$ cat config.mk
export PLATFORM = sky130hd
export DESIGN_NAME = mole_scheduler
export DESIGN_NICKNAME = d
export VERILOG_FILES = /design/src/rtl/whack_pkg.sv /design/src/rtl/ms_tick.sv /design/src/rtl/mole_scheduler.sv
export SDC_FILE = /design/constraint.sdc
export NUM_CORES = 1
export LEC_CHECK = 0
export ABC_AREA = 1
export BUFFER_PORTS_ARGS = -buffer_cell sky130_fd_sc_hd__buf_2
export CAP_MARGIN = 20
export CELL_PAD_IN_SITES_DETAIL_PLACEMENT = 1
export CELL_PAD_IN_SITES_GLOBAL_PLACEMENT = 1
export CORE_ASPECT_RATIO = 1.1
export CORE_MARGIN = 8
export CORE_UTILIZATION = 30
export CTS_CLUSTER_DIAMETER = 40
export DETAILED_ROUTE_END_ITERATION = 7
export PLACE_DENSITY_LB_ADDON = 0.1
export SYNTH_ARGS = -nofsm -noshare
export SYNTH_HDL_FRONTEND = slang
export SYNTH_HIERARCHICAL = 1
export SYNTH_SLANG_ARGS = --single-unit
$ cat constraint.sdc
create_clock -name clk -period 4.4 [get_ports clk]
set_input_delay 0.22 -clock clk [delete_from_list [all_inputs] [get_ports clk]]
set_output_delay 0.22 -clock clk [all_outputs]
set_load 0.03 [all_outputs]
$ cat src/rtl/whack_pkg.sv
// Shared definitions for the whack-a-mole blocks: FSM state encoding,
// LFSR polynomial/seed and the level width.
package whack_pkg;

  typedef enum logic [1:0] {
    ST_IDLE = 2'd0,
    ST_GAP  = 2'd1,
    ST_UP   = 2'd2,
    ST_COOL = 2'd3
  } state_e;

  localparam int          LVL_W          = 3;
  localparam int          TMR_W          = 16;
  // x^16 + x^14 + x^13 + x^11 + 1 -> feedback from bits 15, 13, 12, 10
  localparam logic [15:0] LFSR_TAPS      = 16'hB400;
  localparam logic [15:0] LFSR_SEED_DFLT = 16'hACE1;

  function automatic logic [15:0] lfsr_step(input logic [15:0] s);
    return {s[14:0], ^(s & LFSR_TAPS)};
  endfunction

endpackage

$ cat src/rtl/ms_tick.sv
// Millisecond prescaler: counts 0..TICK_DIV-1, o_tick high while at TICK_DIV-1.
// i_clr restarts the count so a freshly loaded timer sees a full first tick.
module ms_tick #(
  parameter int TICK_DIV = 100000
) (
  input  logic clk,
  input  logic reset,
  input  logic i_clr,
  output logic o_tick
);

  localparam int            CW   = (TICK_DIV > 1) ? $clog2(TICK_DIV) : 1;
  localparam logic [CW-1:0] LAST = CW'(TICK_DIV - 1);

  logic [CW-1:0] r_cnt;

  always_ff @(posedge clk or negedge reset) begin
    if (!reset)                     r_cnt <= '0;
    else if (i_clr || r_cnt == LAST) r_cnt <= '0;
    else                            r_cnt <= r_cnt + 1'b1;
  end

  assign o_tick = (r_cnt == LAST);

endmodule

$ cat src/rtl/mole_scheduler.sv
// Mole sequencer: hidden gap, mole up on a pseudo-random hole, cooldown; judges
// button presses and raises the level every HITS_PER_LEVEL correct hits.
module mole_scheduler import whack_pkg::*; #(
  parameter int          N_HOLES        = 4,
  parameter int          TICK_DIV       = 100000,
  parameter int          UP_MS_INIT     = 1000,
  parameter int          UP_MS_STEP     = 100,
  parameter int          UP_MS_MIN      = 300,
  parameter int          GAP_MS_MIN     = 200,
  parameter int          COOL_MS        = 150,
  parameter int          HITS_PER_LEVEL = 4,
  parameter int          LEVEL_MAX      = 7,
  parameter logic [15:0] LFSR_SEED      = LFSR_SEED_DFLT
) (
  input  logic                       clk,
  input  logic                       reset,
  input  logic                       game_active,
  // hit_valid is a single-cycle pulse with no backpressure; hit_idx is
  // meaningful only in that cycle.
  input  logic                       hit_valid,
  input  logic [$clog2(N_HOLES)-1:0] hit_idx,
  output logic [N_HOLES-1:0]         mole_mask,
  output logic                       hit,
  output logic                       miss,
  output logic [LVL_W-1:0]           level,
  output logic                       busy,
  output state_e                     dbg_state
);

  localparam int HB = $clog2(N_HOLES);

  state_e             r_state, w_state_nxt;
  logic [15:0]        r_lfsr;
  logic [TMR_W-1:0]   r_timer, w_load_val, w_up_ms, w_gap_ms;
  logic [31:0]        w_up_prod;
  logic [HB-1:0]      r_hole, w_hole_raw, w_hole_pick;
  logic               r_hole_vld;
  logic [N_HOLES-1:0] r_mask;
  logic               r_hit, r_miss, w_hit_nxt, w_miss_nxt;
  logic [LVL_W-1:0]   r_level;
  logic [7:0]         r_hit_cnt;
  logic               w_tick, w_tick_clr, w_expire, w_load, w_pick, w_correct;

  ms_tick #(.TICK_DIV(TICK_DIV)) u_tick (
    .clk   (clk),
    .reset (reset),
    .i_clr (w_tick_clr),
    .o_tick(w_tick)
  );

  assign w_tick_clr  = (r_state == ST_IDLE) || (w_state_nxt != r_state);
  assign w_expire    = w_tick && (r_timer <= TMR_W'(1));
  assign w_gap_ms    = TMR_W'(GAP_MS_MIN) + TMR_W'(r_lfsr[7:0]);
  assign w_hole_raw  = r_lfsr[HB-1:0];
  assign w_hole_pick = (r_hole_vld && w_hole_raw == r_hole) ? w_hole_raw + HB'(1) : w_hole_raw;

  // Compare before subtracting so a high level floors at UP_MS_MIN instead of wrapping.
  always_comb begin
    w_up_prod = 32'(r_level) * 32'(UP_MS_STEP);
    if (w_up_prod >= 32'(UP_MS_INIT) || (32'(UP_MS_INIT) - w_up_prod) < 32'(UP_MS_MIN))
      w_up_ms = TMR_W'(UP_MS_MIN);
    else
      w_up_ms = TMR_W'(32'(UP_MS_INIT) - w_up_prod);
  end

  always_comb begin
    w_state_nxt = r_state;
    w_hit_nxt   = 1'b0;
    w_miss_nxt  = 1'b0;
    w_load      = 1'b0;
    w_load_val  = w_gap_ms;
    w_pick      = 1'b0;
    w_correct   = 1'b0;
    if (!game_active) begin
      w_state_nxt = ST_IDLE;
    end else begin
      case (r_state)
        ST_IDLE: begin
          w_state_nxt = ST_GAP;
          w_load      = 1'b1;
        end
        ST_GAP: begin
          w_miss_nxt = hit_valid;
          if (w_expire) begin
            w_state_nxt = ST_UP;
            w_load      = 1'b1;
            w_load_val  = w_up_ms;
            w_pick      = 1'b1;
          end
        end
        ST_UP: begin
          if (hit_valid && hit_idx == r_hole) begin
            w_hit_nxt   = 1'b1;
            w_correct   = 1'b1;
            w_state_nxt = ST_COOL;
            w_load      = 1'b1;
            w_load_val  = TMR_W'(COOL_MS);
          end else begin
            w_miss_nxt = hit_valid || w_expire;
            if (w_expire) begin
              w_state_nxt = ST_COOL;
              w_load      = 1'b1;
              w_load_val  = TMR_W'(COOL_MS);
            end
          end
        end
        ST_COOL: begin
          w_miss_nxt = hit_valid;
          if (w_expire) begin
            w_state_nxt = ST_GAP;
            w_load      = 1'b1;
          end
        end
        default: w_state_nxt = ST_IDLE;
      endcase
    end
  end

  always_ff @(posedge clk or negedge reset) begin
    if (!reset) r_state <= ST_IDLE;
    else        r_state <= w_state_nxt;
  end

  always_ff @(posedge clk or negedge reset) begin
    if (!reset) r_lfsr <= LFSR_SEED;
    else        r_lfsr <= lfsr_step(r_lfsr);
  end

  always_ff @(posedge clk or negedge reset) begin
    if (!reset)                        r_timer <= '0;
    else if (w_load)                   r_timer <= w_load_val;
    else if (w_tick && r_timer != '0)  r_timer <= r_timer - 1'b1;
  end

  always_ff @(posedge clk or negedge reset) begin
    if (!reset) begin
      r_mask     <= '0;
      r_hole     <= '0;
      r_hole_vld <= 1'b0;
      r_hit      <= 1'b0;
      r_miss     <= 1'b0;
    end else begin
      r_hit  <= w_hit_nxt;
      r_miss <= w_miss_nxt;
      if (w_pick) begin
        r_hole     <= w_hole_pick;
        r_hole_vld <= 1'b1;
        r_mask     <= N_HOLES'(1) << w_hole_pick;
      end else if (w_state_nxt != ST_UP) begin
        r_mask <= '0;
      end
    end
  end

  // Level survives a game stop so the final score can be shown; cleared on restart.
  always_ff @(posedge clk or negedge reset) begin
    if (!reset) begin
      r_level   <= '0;
      r_hit_cnt <= '0;
    end else if (r_state == ST_IDLE && game_active) begin
      r_level   <= '0;
      r_hit_cnt <= '0;
    end else if (w_correct) begin
      if (r_hit_cnt == 8'(HITS_PER_LEVEL - 1)) begin
        r_hit_cnt <= '0;
        if (r_level < LVL_W'(LEVEL_MAX)) r_level <= r_level + 1'b1;
      end else begin
        r_hit_cnt <= r_hit_cnt + 1'b1;
      end
    end
  end

  assign mole_mask = r_mask;
  assign hit       = r_hit;
  assign miss      = r_miss;
  assign level     = r_level;
  assign busy      = (r_state != ST_IDLE);
  assign dbg_state = r_state;

endmodule
==> run summary <==
STA classifies the critical path endpoint as a register. For this run, the number of Yosys warnings is 6. Yosys attributes the largest share of cell area to sky130_fd_sc_hd__dfrtp_1, sky130_fd_sc_hd__nand2_1, sky130_fd_sc_hd__inv_1.

For the count of different cell masters after synthesis, the log shows 39. The type of the setup path with the least slack was register to register. Data arrives at the worst endpoint at 2.98 ns.

Clock latency on the worst-skew pair, taken at its later pin, is 0.34 ns. The floorplan has 47 rows. From synthesis to final layout, the design area changed by 13.1%. Ranked by instance count, the synthesized netlist is headed by sky130_fd_sc_hd__nand2_1, sky130_fd_sc_hd__inv_1, sky130_fd_sc_hd__nor2_1.

The final cycle utilization of the critical path is 61.6%. The count of maximum capacitance violations is 0. The signal on the critical path passes through ha_1, nand2_2, nor2_2, nand3_2, inv_1, inv_1, nor2_8, nand3_1, nand3_1, nand2_1, inv_1, nor2_1, nor2_1, nand3_1, inv_1, nand2_4, nor2_1. For the summed instance area of the synthesized netlist, the log shows 4620 um^2. Each instance of the synthesized netlist takes up on average 7.58 um^2. Main flop type after synthesis: sky130_fd_sc_hd__dfrtp_1. The post-place setup slack is 1.64 ns, and the total nets after synthesis is 639. The run gives 1905 as the fill cell instance count of the final layout. For this block, the routed nets add up to 12300 um of wire.

For the gate count of the mapped netlist, the log shows 610. After synthesis, flip-flops and latches occupy 38.7% of the total area. The critical path's largest stage delay was 0.40 ns; the headroom to the max-slew limit was 38.2%. Number of enable flip-flop cells after synthesis: 0. The port buffer count is 17. Power comes to 1890 uW.

TritonCTS built the clock tree. Setup repair after global routing left no endpoint under its margin. From left edge to right edge, the die measures 134 um. Between clock sinks in the finished design, the worst skew comes to 0.00910 ns. Clock-pin slew was measured on the worst setup and hold paths at 0.06 ns.

Once the clock tree was built, the setup fixing pass inserted 0 buffers. For this run, design rule violations remaining after detail routing come to 0. The flip-flop and latch count after synthesis came out at 71.

For the max-slew violation count, the log shows 0. The run finished with clean final reports. The clock passes through at most 2 buffers. The tools report the buffer type at the clock tree root as sky130_fd_sc_hd__clkbuf_16. The post-cts repair resize count was 0. The run gives 0 as the number of antenna violations at the first check in global routing.

The ratio of cells with drive above 1 in the final layout came out at 14.6%. The count of nets left with antenna violations once routing finished came out at 0. Summed over all layers, the global routing overflow is 0. Once routing completed, OpenROAD measured the worst setup slack at 1.69 ns. The logs give 72 for the maximum number of pins on one net before global-route repair and 21100 um for the global-route wire length before repair.

The logs give 0.819 for the final weighted congestion of routability-driven global placement and 0 for the number of buffers added to fix hold violations after cts. Most frequent cell on the critical path: sky130_fd_sc_hd__inv_1. The logs give 9 for the number of buffers added by the clock tree synthesis step and 34.7% for the utilization after layout. In the final routed layout, each cell accounts on average for 14.7 um. Startpoint of the worst register-to-register path: u_tick/r_cnt[0]. The HPWL after detailed placement is 9280 um. The tools report the count of inserted antenna diode cells as 0. The synthesized design devotes to its leading area cell type 34.1% of total area.

In this run the static leakage power is 0.00253 uW. The cell with the most instances after synthesis was sky130_fd_sc_hd__nand2_1. The run gives 153 uV as the maximum vdd ir drop. Based on the critical path, the design can be clocked at up to 369 MHz. The average vias per placed instance was 4.66. The die extent in y was 146 um; the initial core utilization was 30.7%. At the pin with the least slew margin, the transition time is 0.927 ns. The register-to-register setup slack is 1.69 ns. In this run the worst path has a maximum fanout of 17. The die covers 19600 um^2. The worst reg-to-reg path cell count was 17; the number of hold violations in the final report was 0. The pre-antenna-repair detailed-routing pass consisted of 4 iterations. In this run, the number of DRC markers left after iteration 0 of detailed routing was 162. The H-tree was split into 3 levels. The slowest library cell on the worst path is sky130_fd_sc_hd__dfrtp_1. The run gives 4176 as the via count of the first global-routing pass.

The region available for standard cell placement spans 15100 um^2. The tools report the combined global-route utilization of all metal layers as 13.4%. The smallest hold slack is 0.0197 ns, and the minimum period implied by the final worst setup slack is 2.71 ns. After the last flow step, the layout net total stands at 660. The post-synthesis async set-or-reset flop share works out to 100%. Clock tree synthesis found a total of 71 sinks. The synthesized design spends more area on one cell type than any other, namely sky130_fd_sc_hd__dfrtp_1. 18 I/O pins were placed.

The setup violation total in the final timing report was 0. At the worst endpoint, the required time is 4.67 ns. The worst hold path belongs to the class primary input to asynchronous set/reset pin. After routing, the total negative slack on setup checks comes to 0 ns. The endpoint identified for the worst register-to-register timing path is u_tick/r_cnt[16]. For this design the ratio of total power to cell area is 362 nW/um^2.

The final route contains 3875 vias. STA classifies the critical path startpoint as a register.
metal layers:
metal,vias to the layer above,global-route usage (%),wire (um)
li1,1976,-,-
met1,1858,17.0,5890
met2,27,22.0,5920
met3,14,2.02,216
met4,0,5.85,233
met5,-,0,0
final cells by class:
| cell class | instances | area, um^2 | area share, % |
|---|---|---|---|
| Tap cell | 196 | 245 | 4.69 |
| Clock inverter | 7 | 101 | 1.94 |
| Clock buffer | 9 | 225 | 4.31 |
| Inverter | 85 | 319 | 6.10 |
| Sequential cell | 71 | 1790 | 34.2 |
| Timing Repair Buffer | 17 | 87.6 | 1.68 |
| Multi-Input combinational cell | 447 | 2460 | 47.1 |
sequential cells by signal (all words and copies together), names as in the netlist, 2 cells and up:
| name | flops |
|---|---|
| r_hit_cnt | 8 |
| u_tick/r_cnt | 17 |
| dbg_state | 2 |
| mole_mask | 4 |
| r_lfsr | 16 |
| r_timer | 16 |
| r_hole | 2 |
| level | 3 |
cell usage in the layout, fill, tap and decap left out, drive strengths merged:
cell,instances
buf,17
or2,2
nand3b,3
a2111oi,1
dfstp,8
o21ai,36
bufinv,2
xnor2,5
clkbuf,9
and3,1
a21oi,29
a31oi,1
nor3,8
o221ai,1
clkinvlp,2
nor2,93
nand4,14
nor4,2
inv,88
dfrtp,63
o21bai,3
o31ai,1
xor2,18
a21boi,1
nand2,157
nand3,48
ha,23
where the power goes:
part | leakage [uW] | switching [uW] | internal [uW] | total (uW)
sequential | 0.000930 | 41.0 | 677 | 718
clock | 0.000153 | 310 | 502 | 812
combinational | 0.00145 | 249 | 112 | 361
total | 0.00253 | 600 | 1290 | 1890
cell families (layout without fill, tap and decap cells):
group,after synthesis,count (layout),share of synthesized area [%]
AND/OR/NAND/NOR,328,328,34.1
buffers and inverters,92,118,8.09
AO/OA/AOI/OAI,73,73,8.61
flip-flops,71,71,38.7
adder cells (fa/ha/maj),23,23,6.23
XOR/XNOR,23,23,4.36
worst max-delay path, delay by kind of cell, from the launching register on:
family,cells,cell delay (ns)
buffers and inverters,4,0.45
adders and majority gates,1,0.24
and+or+nand+nor,12,1.53
DFF,1,0.40
per-stage QoR:
stage          std cells  area [um^2]
5_1_grt              832         5230
3_5_place_dp         816         4900
2_1_floorplan        610         4620
6_report             832         5230
4_1_cts              832         5230
3_3_place_gp         816         4900
how the worst max path moves through the flow:
stage	from	end	cells after the start
3_3_place_gp	u_tick/r_cnt[0]	u_tick/r_cnt[12]	17
5_1_grt	u_tick/r_cnt[0]	u_tick/r_cnt[16]	17
4_1_cts	u_tick/r_cnt[0]	u_tick/r_cnt[16]	17
6_report	u_tick/r_cnt[0]	u_tick/r_cnt[16]	17
3_5_place_dp	u_tick/r_cnt[0]	u_tick/r_cnt[16]	17
2_1_floorplan	level[1]	r_timer[7]	12
No activity file was read; power rests on OpenSTA's default activity.
